[src/rtl/csi_pkg.sv]
// Shared CSI-2 definitions: data types, packet header layout and decoder state encoding.
package csi_pkg;

  localparam int unsigned BEAT_BYTES = 4;
  localparam int unsigned WC_W       = 16;

  localparam logic [5:0] DT_FSC      = 6'h00;
  localparam logic [5:0] DT_FEC      = 6'h01;
  localparam logic [5:0] DT_LSC      = 6'h02;
  localparam logic [5:0] DT_LEC      = 6'h03;
  localparam logic [5:0] DT_RAW8     = 6'h2A;
  localparam logic [5:0] DT_RAW10    = 6'h2B;
  localparam logic [5:0] DT_LONG_MIN = 6'h10;

  typedef struct packed {
    logic [7:0]      data_id;
    logic [WC_W-1:0] word_count;
    logic [7:0]      ecc;
  } csi_header_t;

  typedef enum logic [1:0] {
    ST_IDLE,
    ST_PAYLOAD,
    ST_DRAIN
  } dec_state_t;

  // Byte-enable mask for a final beat holding 1..4 remaining bytes.
  function automatic logic [BEAT_BYTES-1:0] tail_byte_en(input logic [2:0] n);
    case (n)
      3'd1:    tail_byte_en = 4'h1;
      3'd2:    tail_byte_en = 4'h3;
      3'd3:    tail_byte_en = 4'h7;
      default: tail_byte_en = 4'hF;
    endcase
  endfunction

endpackage

[src/rtl/csi_ecc_calc.sv]
// CSI-2 packet header Hamming code: 24 data bits {WC[15:8], WC[7:0], DataID} to 6 parity bits.
module csi_ecc_calc (
  input  logic [23:0] d,
  output logic [5:0]  ecc
);

  always_comb begin
    ecc[0] = ^{d[0], d[1], d[2], d[4], d[5], d[7], d[10], d[11], d[13], d[16],
               d[20], d[21], d[22], d[23]};
    ecc[1] = ^{d[0], d[1], d[3], d[4], d[6], d[8], d[10], d[12], d[14], d[17],
               d[20], d[21], d[22], d[23]};
    ecc[2] = ^{d[0], d[2], d[3], d[5], d[6], d[9], d[11], d[12], d[15], d[18],
               d[20], d[21], d[22]};
    ecc[3] = ^{d[1], d[2], d[3], d[7], d[8], d[9], d[13], d[14], d[15], d[19],
               d[20], d[21], d[23]};
    ecc[4] = ^{d[4], d[5], d[6], d[7], d[8], d[9], d[16], d[17], d[18], d[19],
               d[20], d[22], d[23]};
    ecc[5] = ^{d[10], d[11], d[12], d[13], d[14], d[15], d[16], d[17], d[18], d[19],
               d[21], d[22], d[23]};
  end

endmodule

[src/rtl/csi_ppi_packet_decoder.sv]
// CSI-2 RX packet decoder on a 4-lane gear-8 PPI byte stream: header ECC check,
// short-packet events, and long-packet payload as 32-bit beats.
module csi_ppi_packet_decoder
  import csi_pkg::*;
#(
  parameter int unsigned MIPI_LANES = 4,
  parameter int unsigned MIPI_GEAR  = 8
) (
  input  logic                                  clk_i,
  input  logic                                  reset_i,
  input  logic [MIPI_LANES-1:0]                 rx_valid_hs_i,
  input  logic [MIPI_LANES-1:0][MIPI_GEAR-1:0]  rx_data_hs_i,
  output logic                                  header_valid_o,
  output logic                                  short_pkt_o,
  output logic [7:0]                            data_id_o,
  output logic [15:0]                           word_count_o,
  output logic                                  payload_valid_o,
  output logic [31:0]                           payload_data_o,
  output logic [3:0]                            payload_byte_en_o,
  output logic                                  payload_last_o,
  output logic                                  frame_active_o,
  output logic                                  err_ecc_o,
  output logic                                  err_lane_align_o,
  output logic                                  err_truncated_o
);

  dec_state_t  state_q, state_d;
  logic [15:0] remaining_q, remaining_d;

  logic        header_valid_q, header_valid_d;
  logic        short_pkt_q, short_pkt_d;
  logic [7:0]  data_id_q, data_id_d;
  logic [15:0] word_count_q, word_count_d;
  logic        payload_valid_q, payload_valid_d;
  logic [31:0] payload_data_q, payload_data_d;
  logic [3:0]  byte_en_q, byte_en_d;
  logic        last_q, last_d;
  logic        frame_active_q, frame_active_d;
  logic        err_ecc_q, err_ecc_d;
  logic        err_align_q, err_align_d;
  logic        err_trunc_q, err_trunc_d;

  logic        all_valid, any_valid;
  csi_header_t hdr;
  logic [5:0]  ecc_calc;
  logic        ecc_ok;
  logic [31:0] beat_data;
  logic        unused_ecc_hi;

  assign all_valid = &rx_valid_hs_i;
  assign any_valid = |rx_valid_hs_i;

  // Lane 3 carries the first wire byte of each cycle.
  assign hdr = '{data_id:    rx_data_hs_i[3],
                 word_count: {rx_data_hs_i[1], rx_data_hs_i[2]},
                 ecc:        rx_data_hs_i[0]};
  assign beat_data = {rx_data_hs_i[0], rx_data_hs_i[1], rx_data_hs_i[2], rx_data_hs_i[3]};

  csi_ecc_calc u_ecc (
    .d   ({hdr.word_count, hdr.data_id}),
    .ecc (ecc_calc)
  );

  assign ecc_ok        = (ecc_calc == hdr.ecc[5:0]);
  assign unused_ecc_hi = ^hdr.ecc[7:6];

  // Next-state and next-output decode.
  always_comb begin
    state_d         = state_q;
    remaining_d     = remaining_q;
    header_valid_d  = 1'b0;
    short_pkt_d     = 1'b0;
    data_id_d       = data_id_q;
    word_count_d    = word_count_q;
    payload_valid_d = 1'b0;
    payload_data_d  = '0;
    byte_en_d       = '0;
    last_d          = 1'b0;
    frame_active_d  = frame_active_q;
    err_ecc_d       = 1'b0;
    err_align_d     = 1'b0;
    err_trunc_d     = 1'b0;

    unique case (state_q)
      ST_IDLE: begin
        if (all_valid) begin
          state_d = ST_DRAIN;
          if (!ecc_ok) begin
            err_ecc_d = 1'b1;
          end else begin
            header_valid_d = 1'b1;
            data_id_d      = hdr.data_id;
            word_count_d   = hdr.word_count;
            if (hdr.data_id[5:0] < DT_LONG_MIN) begin
              short_pkt_d = 1'b1;
              if (hdr.data_id[5:0] == DT_FSC)      frame_active_d = 1'b1;
              else if (hdr.data_id[5:0] == DT_FEC) frame_active_d = 1'b0;
            end else if (hdr.word_count != 16'd0) begin
              remaining_d = hdr.word_count;
              state_d     = ST_PAYLOAD;
            end
          end
        end else if (any_valid) begin
          err_align_d = 1'b1;
          state_d     = ST_DRAIN;
        end
      end

      ST_PAYLOAD: begin
        if (all_valid) begin
          payload_valid_d = 1'b1;
          if (remaining_q <= 16'd4) begin
            byte_en_d   = tail_byte_en(remaining_q[2:0]);
            last_d      = 1'b1;
            remaining_d = '0;
            state_d     = ST_DRAIN;
          end else begin
            byte_en_d   = 4'hF;
            remaining_d = remaining_q - 16'd4;
          end
          for (int i = 0; i < 4; i++) begin
            payload_data_d[8*i +: 8] = byte_en_d[i] ? beat_data[8*i +: 8] : 8'h00;
          end
        end else begin
          err_trunc_d = 1'b1;
          state_d     = ST_IDLE;
        end
      end

      ST_DRAIN: begin
        if (!any_valid) state_d = ST_IDLE;
      end

      default: state_d = ST_IDLE;
    endcase
  end

  always_ff @(posedge clk_i or posedge reset_i) begin
    if (reset_i) begin
      state_q         <= ST_IDLE;
      remaining_q     <= '0;
      header_valid_q  <= 1'b0;
      short_pkt_q     <= 1'b0;
      data_id_q       <= '0;
      word_count_q    <= '0;
      payload_valid_q <= 1'b0;
      payload_data_q  <= '0;
      byte_en_q       <= '0;
      last_q          <= 1'b0;
      frame_active_q  <= 1'b0;
      err_ecc_q       <= 1'b0;
      err_align_q     <= 1'b0;
      err_trunc_q     <= 1'b0;
    end else begin
      state_q         <= state_d;
      remaining_q     <= remaining_d;
      header_valid_q  <= header_valid_d;
      short_pkt_q     <= short_pkt_d;
      data_id_q       <= data_id_d;
      word_count_q    <= word_count_d;
      payload_valid_q <= payload_valid_d;
      payload_data_q  <= payload_data_d;
      byte_en_q       <= byte_en_d;
      last_q          <= last_d;
      frame_active_q  <= frame_active_d;
      err_ecc_q       <= err_ecc_d;
      err_align_q     <= err_align_d;
      err_trunc_q     <= err_trunc_d;
    end
  end

  assign header_valid_o    = header_valid_q;
  assign short_pkt_o       = short_pkt_q;
  assign data_id_o         = data_id_q;
  assign word_count_o      = word_count_q;
  assign payload_valid_o   = payload_valid_q;
  assign payload_data_o    = payload_data_q;
  assign payload_byte_en_o = byte_en_q;
  assign payload_last_o    = last_q;
  assign frame_active_o    = frame_active_q;
  assign err_ecc_o         = err_ecc_q;
  assign err_lane_align_o  = err_align_q;
  assign err_truncated_o   = err_trunc_q;

endmodule

[config.mk]
export PLATFORM = sky130hd
export DESIGN_NAME = csi_ppi_packet_decoder
export DESIGN_NICKNAME = d
export VERILOG_FILES = /design/src/rtl/csi_pkg.sv /design/src/rtl/csi_ecc_calc.sv /design/src/rtl/csi_ppi_packet_decoder.sv
export SDC_FILE = /design/constraint.sdc
export NUM_CORES = 1
export LEC_CHECK = 0
export ABC_AREA = 1
export CAP_MARGIN = 40
export CELL_PAD_IN_SITES_DETAIL_PLACEMENT = 0
export CELL_PAD_IN_SITES_GLOBAL_PLACEMENT = 1
export CORE_UTILIZATION = 39
export DETAILED_ROUTE_END_ITERATION = 12
export PLACE_DENSITY_LB_ADDON = 0.1
export SLEW_MARGIN = 5
export SYNTH_ARGS = -nofsm -noshare
export SYNTH_HDL_FRONTEND = slang
export SYNTH_SLANG_ARGS = --single-unit
[constraint.sdc]
create_clock -name clk_i -period 5.8 [get_ports clk_i]
set_input_delay 0.58 -clock clk_i [delete_from_list [all_inputs] [get_ports clk_i]]
set_output_delay 0.58 -clock clk_i [all_outputs]
set_load 0.02 [all_outputs]
==> results.json, run 1 <==
{
  "p_seq_share_pct": 36.2,
  "grt_max_degree": 53,
  "die-area_sq_um": 13000,
  "p_clk_share_pct": 32.7,
  "finalSetupViolCount": 0,
  "drt_iter0_drc": 237,
  "drc": 0,
  "total_power_uw": 1960,
  "nNetsFinal": 838,
  "seq_area_frac_synth_pct": 43.6,
  "htreeDepth": 3,
  "crit_type": "in -> reg",
  "leakage_uw": 0.00345,
  "grt_pass1_vias": 4378,
  "antenna_found_initial": 0,
  "gp_congestion": 0.878,
  "vdd_ir_drop_max_mv": 0.167,
  "fmax_mhz": 277,
  "p_switching_uw": 679,
  "fp.dieW_um": 114,
  "synth-async-reset-ratio_pct": 100,
  "finalMaxSlewViolations": 0,
  "synth.distinct_cells": 34,
  "min_path_type": "reg -> reg",
  "initial_core_util_pct": 40.3,
  "worst_clock_skew_ns": 0.00955,
  "cts_buffer_depth": 2,
  "rsz0062_at_grt": "no",
  "crit_fanout": 21,
  "vias": 4577,
  "slew_headroom_pct": 50.1,
  "vias_per_cell": 4.75,
  "ctsHoldBuffers": 0,
  "fin_crit_sh_pct": 62.2,
  "stdcell_count": 964,
  "ys_ff_latch": 85,
  "die_h_um": 114,
  "p_sw_share_pct": 34.6,
  "fin_crit_ns": 3.61,
  "p_per_area_nw_per_um2": 308,
  "grt_overflow_total": 0,
  "cp.arrival_ns": 3.84,
  "placedCellCount": 948,
  "portBuffers": 105,
  "clk_latency_ns": 0.35,
  "core_area_sq_um": 12100,
  "numCtsBuffers": 9,
  "end_kind": "register",
  "dpl.hpwl_um": 10400,
  "internal_power_uw": 1280,
  "cts_tree": "done",
  "cts_resized": 0,
  "ant_nets": 0,
  "grt_pass1_wl_um": 22400,
  "tns_ns": 0,
  "pwr-share-comb_pct": 31.0,
  "whs_ns": 0.477,
  "io_pins": 106,
  "placed_cell_area_sq_um": 6030,
  "n_antenna_cell": 0,
  "syn_area_per_cell_sq_um": 7.07,
  "cts_setup_buffers": 0,
  "area_delta_synth_final_pct": 30.3,
  "drt_pass1_iterations": 5,
  "clkTransAtPathRegs_ns": 0.06,
  "syn_area_sq_um": 4880,
  "status": "complete, no violations",
  "netlist_instances": 691,
  "cts-root-buf": "clkbuf_16",
  "grt.total_usage_pct": 22.9,
  "ys.warnings.count": 0,
  "drv_cap": 0,
  "wl_um": 13900,
  "layout-drive-gt1-share_pct": 5.90,
  "synth_edf_count": 0,
  "wl_per_cell_um": 14.4,
  "final_area_sq_um": 6360,
  "synth-main-ff-cell": "dfrtp_1",
  "required_ns": 6.03,
  "report.final.hold_viol_count": 0,
  "fp-row-count": 40,
  "synth_nets": 738,
  "cts_sinks": 85,
  "tightest_slew_ns": 0.748,
  "start_kind": "primary input"
}
routing by layer:
layer,GRT usage (%),wire length (um)
met2,36.6,6160
met1,29.7,6540
met3,3.35,698
met5,0,0
met4,12.9,515
cell usage after synthesis, types with 2 or more instances:
cell type	count	area share, %
dfrtp_1	85	44
buf_2	6	0.61
ha_1	9	2.3
nand3_2	2	0.41
nor3_1	3	0.31
nand3_1	40	4.1
nor4_1	3	0.38
nand2_1	321	25
xnor2_1	8	1.4
buf_6	8	1.8
o22ai_1	7	0.90
a22oi_1	4	0.61
nand4_1	6	0.77
inv_2	12	0.92
nor2_2	3	0.38
nor2_1	59	4.5
nand2_2	6	0.77
xor2_1	13	2.3
clkbuf_2	2	0.20
nor2_4	2	0.46
inv_1	71	5.5
a21oi_1	2	0.20
a31oi_1	2	0.26
o21ai_1	7	0.72
metrics by stage:
| stage | utilization, % | worst slack [ns] |
|---|---|---|
| floorplan | - | 3.03 |
| global placement | 49.6 | 1.80 |
| detailed placement | 49.8 | 1.87 |
| CTS | 52.5 | 2.22 |
| global route | 52.5 | 1.83 |
| finish | 52.5 | 2.19 |
placed cells by master (no fill, tap or decap), drive strengths merged:
cell type,Yosys,final
nand4,6,6
a211oi,1,1
nand2,327,327
buf,15,2
a22oi,4,4
ha,9,9
a21o,1,1
nor4,4,4
clkdlybuf4s50,0,105
inv,83,83
nor4b,1,1
dfrtp,85,85
nor2,64,64
o22ai,7,7
a21oi,2,2
xor2,13,13
xnor2,8,8
bufinv,0,2
clkbuf,3,11
nor3,4,4
clkinvlp,0,1
o21ai,9,9
clkinv,1,3
a31oi,2,2
nand3,42,42
registers in the layout, indices dropped and copies added, names as in the netlist, 2 cells and up:
name,count
state_q,2
remaining_q,16
word_count_o,16
payload_byte_en_o,3
data_id_o,8
payload_data_o,32
layout make-up:
cell class	instances	area, sq um
inverter	84	317
sequential	85	2130
tap	168	210
fill	1226	5750
clock inverter	5	81.3
clock buffer	11	253
timing repair buffer	107	1070
multi-input combinational	504	2300
critical path, stage by stage:
cell and delay [ns]:
clkdlybuf4s50_1 0.61, inv_1 0.14, ha_1 0.43, inv_2 0.14, nand2_1 0.06, nand2_1 0.07
nand2_1 0.05, nand2_1 0.07, inv_1 0.04, nand2_1 0.07, nand2_1 0.05, nand2_1 0.05
nand2_1 0.08, nor2_4 0.12, nand3_2 0.11, nand2_1 0.33, nand2_1 0.53, nand2_1 0.22
nand2_1 0.07
power groups by stage:
stage	Combinational (uW)	Clock, uW	Sequential (uW)
2_1_floorplan	449	0	714
3_3_place_gp	598	0	717
3_5_place_dp	604	0	718
4_1_cts	608	655	709
5_1_grt	696	678	716
6_report	608	641	710
path summary, 6_finish.rpt:
kind	cells after the start	slack, ns	startpoint	endpoint
worst max register to register	8	3.25	state_q[0]	payload_data_o[20]
min in group asynchronous	2	0.61	reset_i	word_count_o[13]
worst min register to register	2	0.48	data_id_o[2]	data_id_o[2]
worst min-delay path	2	0.48	data_id_o[2]	data_id_o[2]
max in group asynchronous	3	4.09	reset_i	remaining_q[0]
worst max-delay path	19	2.19	rx_data_hs_i[14]	remaining_q[6]
logic make-up (layout without fill, tap and decap cells):
logic type,count (synthesis),after routing,share of synthesized area [%]
AOI/OAI and AO/OA,26,26,3.28
xor gates and xnor gates,21,21,3.77
adders and majority gates,9,9,2.31
buffers and inverters,102,207,9.35
DFF,85,85,43.6
and+or+nand+nor,448,448,37.7
Power figures use the tool's default switching activity.
==> inputs of run 2 (changes only) <==
- CORE_UTILIZATION: 39 -> 36
- clock period: 5.8 -> 3.4 ns (I/O delays scaled with it)
==> run 2 against run 1 <==
  * Sequential share of layout area shrank 0.23 points
  * Non-clock buffer count grew 13
  * Global-route usage decreased by 0.91 points
  * Sequential cell count did not move
  * Count of clock-buffer cells in the layout fell by 1
  * First-iteration DRC count rose by 4.2%
  * Register-to-register slack got worse by 2.4 ns
  * Utilization decreased by 4.2 points
==> results.json, run 2 (synthesis gave the netlist of run 1 again) <==
{
  "r2r_cells": 8,
  "rsz0062_at_grt": "no",
  "cts_sinks": 85,
  "setup_ws_ns": 0.733,
  "n_antenna_cell": 0,
  "cts_setup_buffers": 0,
  "io_pins": 106,
  "clkTransAtPathRegs_ns": 0.06,
  "slew_headroom_pct": 49.4,
  "layout_common_cells": "nand2_1, clkdlybuf4s50_1, dfrtp_1",
  "report.final.hold_viol_count": 0,
  "end_kind": "register",
  "fp-row-count": 42,
  "fin_crit_sh_pct": 78.5,
  "leakage_uw": 0.00348,
  "vias": 4527,
  "min_path_type": "in -> async",
  "crit_type": "in -> reg",
  "wl_um": 14200,
  "finalSetupViolCount": 0,
  "area_delta_synth_final_pct": 31.2,
  "start_kind": "primary input",
  "ant_nets": 0,
  "cts_buffer_depth": 2,
  "drv_cap": 0,
  "cp.arrival_ns": 2.90,
  "fin_crit_ns": 2.67,
  "required_ns": 3.63,
  "placedCellCount": 969,
  "nNetsFinal": 851,
  "ctsHoldBuffers": 0,
  "worst_clock_skew_ns": 0.0105,
  "drt_pass1_iterations": 4,
  "antenna_found_initial": 0,
  "portBuffers": 105,
  "grt_pass1_wl_um": 23200,
  "numCtsBuffers": 9,
  "die_h_um": 118,
  "grt_pass1_vias": 4395,
  "die-area_sq_um": 14000,
  "tightest_slew_ns": 0.759,
  "dpl.hpwl_um": 11100,
  "seqCellArea_sq_um": 2130,
  "drc": 0,
  "vias_per_cell": 4.61,
  "fmax_mhz": 375,
  "final_common_cell": "nand2_1",
  "place_ws_ns": 0.372,
  "cts-root-buf": "clkbuf_16",
  "fp.dieW_um": 118,
  "wl_per_cell_um": 14.5,
  "vdd_ir_drop_max_mv": 0.275,
  "status": "complete, no violations",
  "drt_iter0_drc": 247,
  "stdcell_count": 983,
  "htreeDepth": 3,
  "crit_fanout": 10,
  "multiInputGateArea_sq_um": 2300,
  "grt_overflow_total": 0,
  "initial_core_util_pct": 36.9,
  "core_area_sq_um": 13200,
  "layout-drive-gt1-share_pct": 7.19,
  "finalMaxSlewViolations": 0,
  "largest_register_ffs": 32,
  "cts_tree": "done",
  "cts_resized": 0,
  "grt.total_usage_pct": 21.9,
  "grt_max_degree": 46,
  "tns_ns": 0,
  "gp_congestion": 0.897,
  "clk_latency_ns": 0.35,
  "p_per_area_nw_per_um2": 492,
  "fillCellCount": 1359
}
## run 2: worst paths after layout
path | from | endpoint | slack, ns
max in group asynchronous | reset_i | payload_data_o[24] | 2.26
setup / recovery | rx_data_hs_i[14] | word_count_o[6] | 0.73
min in group clk_i | data_id_o[0] | data_id_o[0] | 0.48
hold reg to reg | data_id_o[0] | data_id_o[0] | 0.48
setup reg to reg | state_q[0] | payload_data_o[22] | 0.88
hold / removal | reset_i | payload_data_o[21] | 0.43
## run 2: metrics by stage
stage	area [sq um]	utilization, %	total power, uW	hold slack (ns)
final	6400	48.4	3150	0.430
after global routing	6400	48.4	3380	0.495
after global placement	6140	46.4	2260	0.462
after detailed placement	6140	46.4	2270	0.465
after CTS	6400	48.4	3190	0.453
after floorplan	4880	-	1980	0.446
## run 2: report_power, final
group	leakage [uW]	internal (uW)	switching, uW
clock network	0.000130	504	388
logic	0.00218	403	653
registers	0.00117	1110	91.5
total	0.00348	2020	1130
## run 2: routing by layer
| layer | vias to the layer above | global-route usage (%) | share of wire [%] |
|---|---|---|---|
| li1 | 2341 | - | - |
| met1 | 2074 | 28.8 | 47 |
| met2 | 96 | 35.7 | 47 |
| met3 | 16 | 2.61 | 3.0 |
| met4 | 0 | 11.2 | 2.5 |
| met5 | - | 0 | 0 |
## run 2: cell type report
cell class,count,area share [%]
multi-input combinational,504,35.9
sequential,85,33.2
timing repair buffer,120,18.4
inverter,84,4.94
clock buffer,10,3.73
clock inverter,4,0.410
tap,176,3.44
## run 2: critical path, stage by stage
cell and delay (ns):
clkdlybuf4s50_1 0.57, inv_1 0.12, ha_1 0.40, inv_2 0.12, nand2_1 0.07, nand2_1 0.09
nand2_1 0.06, nand2_1 0.07, inv_1 0.04, nand2_1 0.06, nand2_1 0.05, nand2_1 0.05
nand2_1 0.08, nor2_4 0.12, inv_1 0.05, nor2_2 0.16, nand3_2 0.10, buf_4 0.20
nand2_1 0.08, nand2_1 0.06
==> inputs of run 3 (changes only) <==
- CORE_UTILIZATION: 36 -> 33
- clock period: 3.4 -> 2.4 ns (I/O delays scaled with it)
==> run 3 against run 2 <==
  * Global-route usage decreased by 0.75 points
  * Non-clock buffer count increased by 62
  * Count of clock-buffer cells in the layout increased by 2
  * Clock skew decreased by 0.00093 ns
  * Routed wire length increased by 11%
  * Sequential share of layout area decreased by 3.4 points
  * Cell count increased by 7.2%
  * Sequential cell count unchanged
  * Register-to-register slack got worse by 0.52 ns
  * Via count increased by 6.6%
  * Critical path type unchanged
  * Largest power group is now combinational cells
==> results.json, run 3 (synthesis gave the netlist of run 1 again) <==
{
  "status": "complete, no violations",
  "n_antenna_cell": 0,
  "crit_type": "in -> reg",
  "ctsHoldBuffers": 0,
  "r2r_slack_ns": 0.36,
  "final_common_cell": "nand2_1",
  "worst_clock_skew_ns": 0.00958,
  "vias": 4828,
  "worstHoldStart": "rx_data_hs_i[15]",
  "min_path_type": "in -> reg",
  "multiInputGateArea_sq_um": 2410,
  "placedCellCount": 1036,
  "cts_sinks": 85,
  "ant_nets": 0,
  "fp-row-count": 44,
  "final_core_util_pct": 49.3,
  "grt_pass1_vias": 4556,
  "leakage_uw": 0.00390,
  "layout-drive-gt1-share_pct": 16.3,
  "largest_register_ffs": 32,
  "drt_pass1_iterations": 4,
  "numCtsBuffers": 9,
  "cp.arrival_ns": 2.55,
  "fmax_mhz": 433,
  "nNetsFinal": 913,
  "wl_per_cell_um": 14.9,
  "end_kind": "register",
  "r2r_cells": 10,
  "vias_per_cell": 4.58,
  "met1_usage_pct": 27.6,
  "drv_cap": 0,
  "grtUsageMet3_pct": 3.16,
  "tightest_slew_ns": 0.483,
  "core_area_sq_um": 14500,
  "finalSetupViolCount": 0,
  "initial_core_util_pct": 33.7,
  "htreeDepth": 3,
  "internal_power_uw": 3270,
  "fin_crit_sh_pct": 96.2,
  "total_power_uw": 5000,
  "seqCellArea_sq_um": 2130,
  "antenna_found_initial": 0,
  "grt.total_usage_pct": 21.2,
  "report.final.hold_viol_count": 0,
  "fillCellCount": 1454,
  "drc": 0,
  "p_seq_share_pct": 34.2,
  "dpl.hpwl_um": 12100,
  "portBuffers": 105,
  "grt_overflow_total": 0,
  "wl_um": 15700,
  "required_ns": 2.64,
  "cts-root-buf": "clkbuf_16",
  "pwr-share-comb_pct": 34.7,
  "cts_buffer_depth": 2,
  "p_clk_share_pct": 31.1,
  "slew_headroom_pct": 67.8,
  "io_pins": 106,
  "grt_max_degree": 86,
  "p_sw_share_pct": 34.5,
  "clk_latency_ns": 0.35,
  "grt_pass1_wl_um": 23800,
  "die-area_sq_um": 15300,
  "start_kind": "primary input",
  "clkTransAtPathRegs_ns": 0.07,
  "drt_iter0_drc": 373,
  "whs_ns": 0.271,
  "reg2reg_to": "remaining_q[14]",
  "layout_common_cells": "nand2_1, clkdlybuf4s50_1, dfrtp_1",
  "p_per_area_nw_per_um2": 700,
  "fin_crit_ns": 2.31,
  "p_switching_uw": 1730,
  "gp_congestion": 0.856,
  "place_ws_ns": -0.375,
  "stdcell_count": 1054,
  "holdPathStages": 4,
  "grt_use_met2_pct": 35.1,
  "area_delta_synth_final_pct": 46.1,
  "top_usage_layer": "met2",
  "finalMaxSlewViolations": 0,
  "vdd_ir_drop_max_mv": 0.445,
  "worstHoldEndpoint": "word_count_o[15]",
  "crit_fanout": 5,
  "die_h_um": 124,
  "r2r_start": "remaining_q[2]",
  "cts_tree": "done",
  "setup_ws_ns": 0.0917,
  "fp.dieW_um": 124
}
[run 3: changes by cell type in the layout (fill, tap and decap cells not counted), sizes merged]
cell	delta
dlygate4sd2	+1
clkdlybuf4s50	-9
clkbuf	+3
clkinv	-3
buf	+61
bufinv	+2
dlymetal6s2s	+8
[run 3: stage by stage]
step / instance area [sq um] / setup TNS (ns)
final: 7130 / 0
after floorplan: 4890 / 0
after global placement: 6620 / -13.96
after CTS: 6940 / 0
after detailed placement: 6620 / -15.51
after global routing: 7130 / -0.183
[run 3: per-layer routing]
metal  share of wire [%]  wire length, um
met1                  46             7280
met2                  48             7630
met3                 3.1              491
met4                 2.2              345
met5                   0                0
[run 3: power groups by stage]
stage | clock, uW | sequential [uW] | combinational (uW)
4_1_cts | 1600 | 1710 | 1670
5_1_grt | 1650 | 1730 | 1960
6_report | 1550 | 1710 | 1730
3_5_place_dp | 0 | 1730 | 1670
3_3_place_gp | 0 | 1730 | 1650
2_1_floorplan | 0 | 1730 | 1090
[run 3: how the worst max path moves through the flow]
| stage | slack [ns] | end | from | cells after the start |
|---|---|---|---|---|
| after detailed placement | -0.37 | word_count_o[12] | rx_data_hs_i[12] | 20 |
| after global routing | -0.03 | word_count_o[9] | rx_data_hs_i[23] | 20 |
| final | 0.09 | word_count_o[8] | rx_data_hs_i[23] | 20 |
| after floorplan | 0.26 | data_id_o[7] | rx_data_hs_i[12] | 20 |
| after global placement | -0.34 | word_count_o[9] | rx_data_hs_i[12] | 20 |
| after CTS | 0.006 | word_count_o[12] | rx_data_hs_i[14] | 20 |
[run 3: worst max-delay path, stage by stage]
cell and delay [ns]:
clkdlybuf4s50_1 0.50, inv_1 0.09, buf_4 0.17, nand2_1 0.07, nand2_2 0.08, inv_1 0.08
nand2_1 0.05, nand2_1 0.05, nand2_1 0.12, nand2_2 0.12, nand2_1 0.05, nand2_1 0.05
nand2_1 0.06, inv_2 0.09, nand2_2 0.07, nor2_4 0.14, nand3_4 0.17, buf_2 0.22
nand2_1 0.06, nand2_1 0.05
[run 3: final cells by class]
type	count	area share (%)
clock buffer	12	3.60
clock inverter	3	0.965
inverter	84	4.47
multi-input combinational	504	33.8
sequential	85	29.8
tap	184	3.23
timing repair buffer	182	24.1
[run 3: timing repair]
action / 4_1_cts / 5_1_grt
resized for setup: 1 / 40
endpoints found under the setup margin: 11 / 46
cloned: 0 / 2
buffers inserted: 0 / 1
pin swaps: 0 / 5
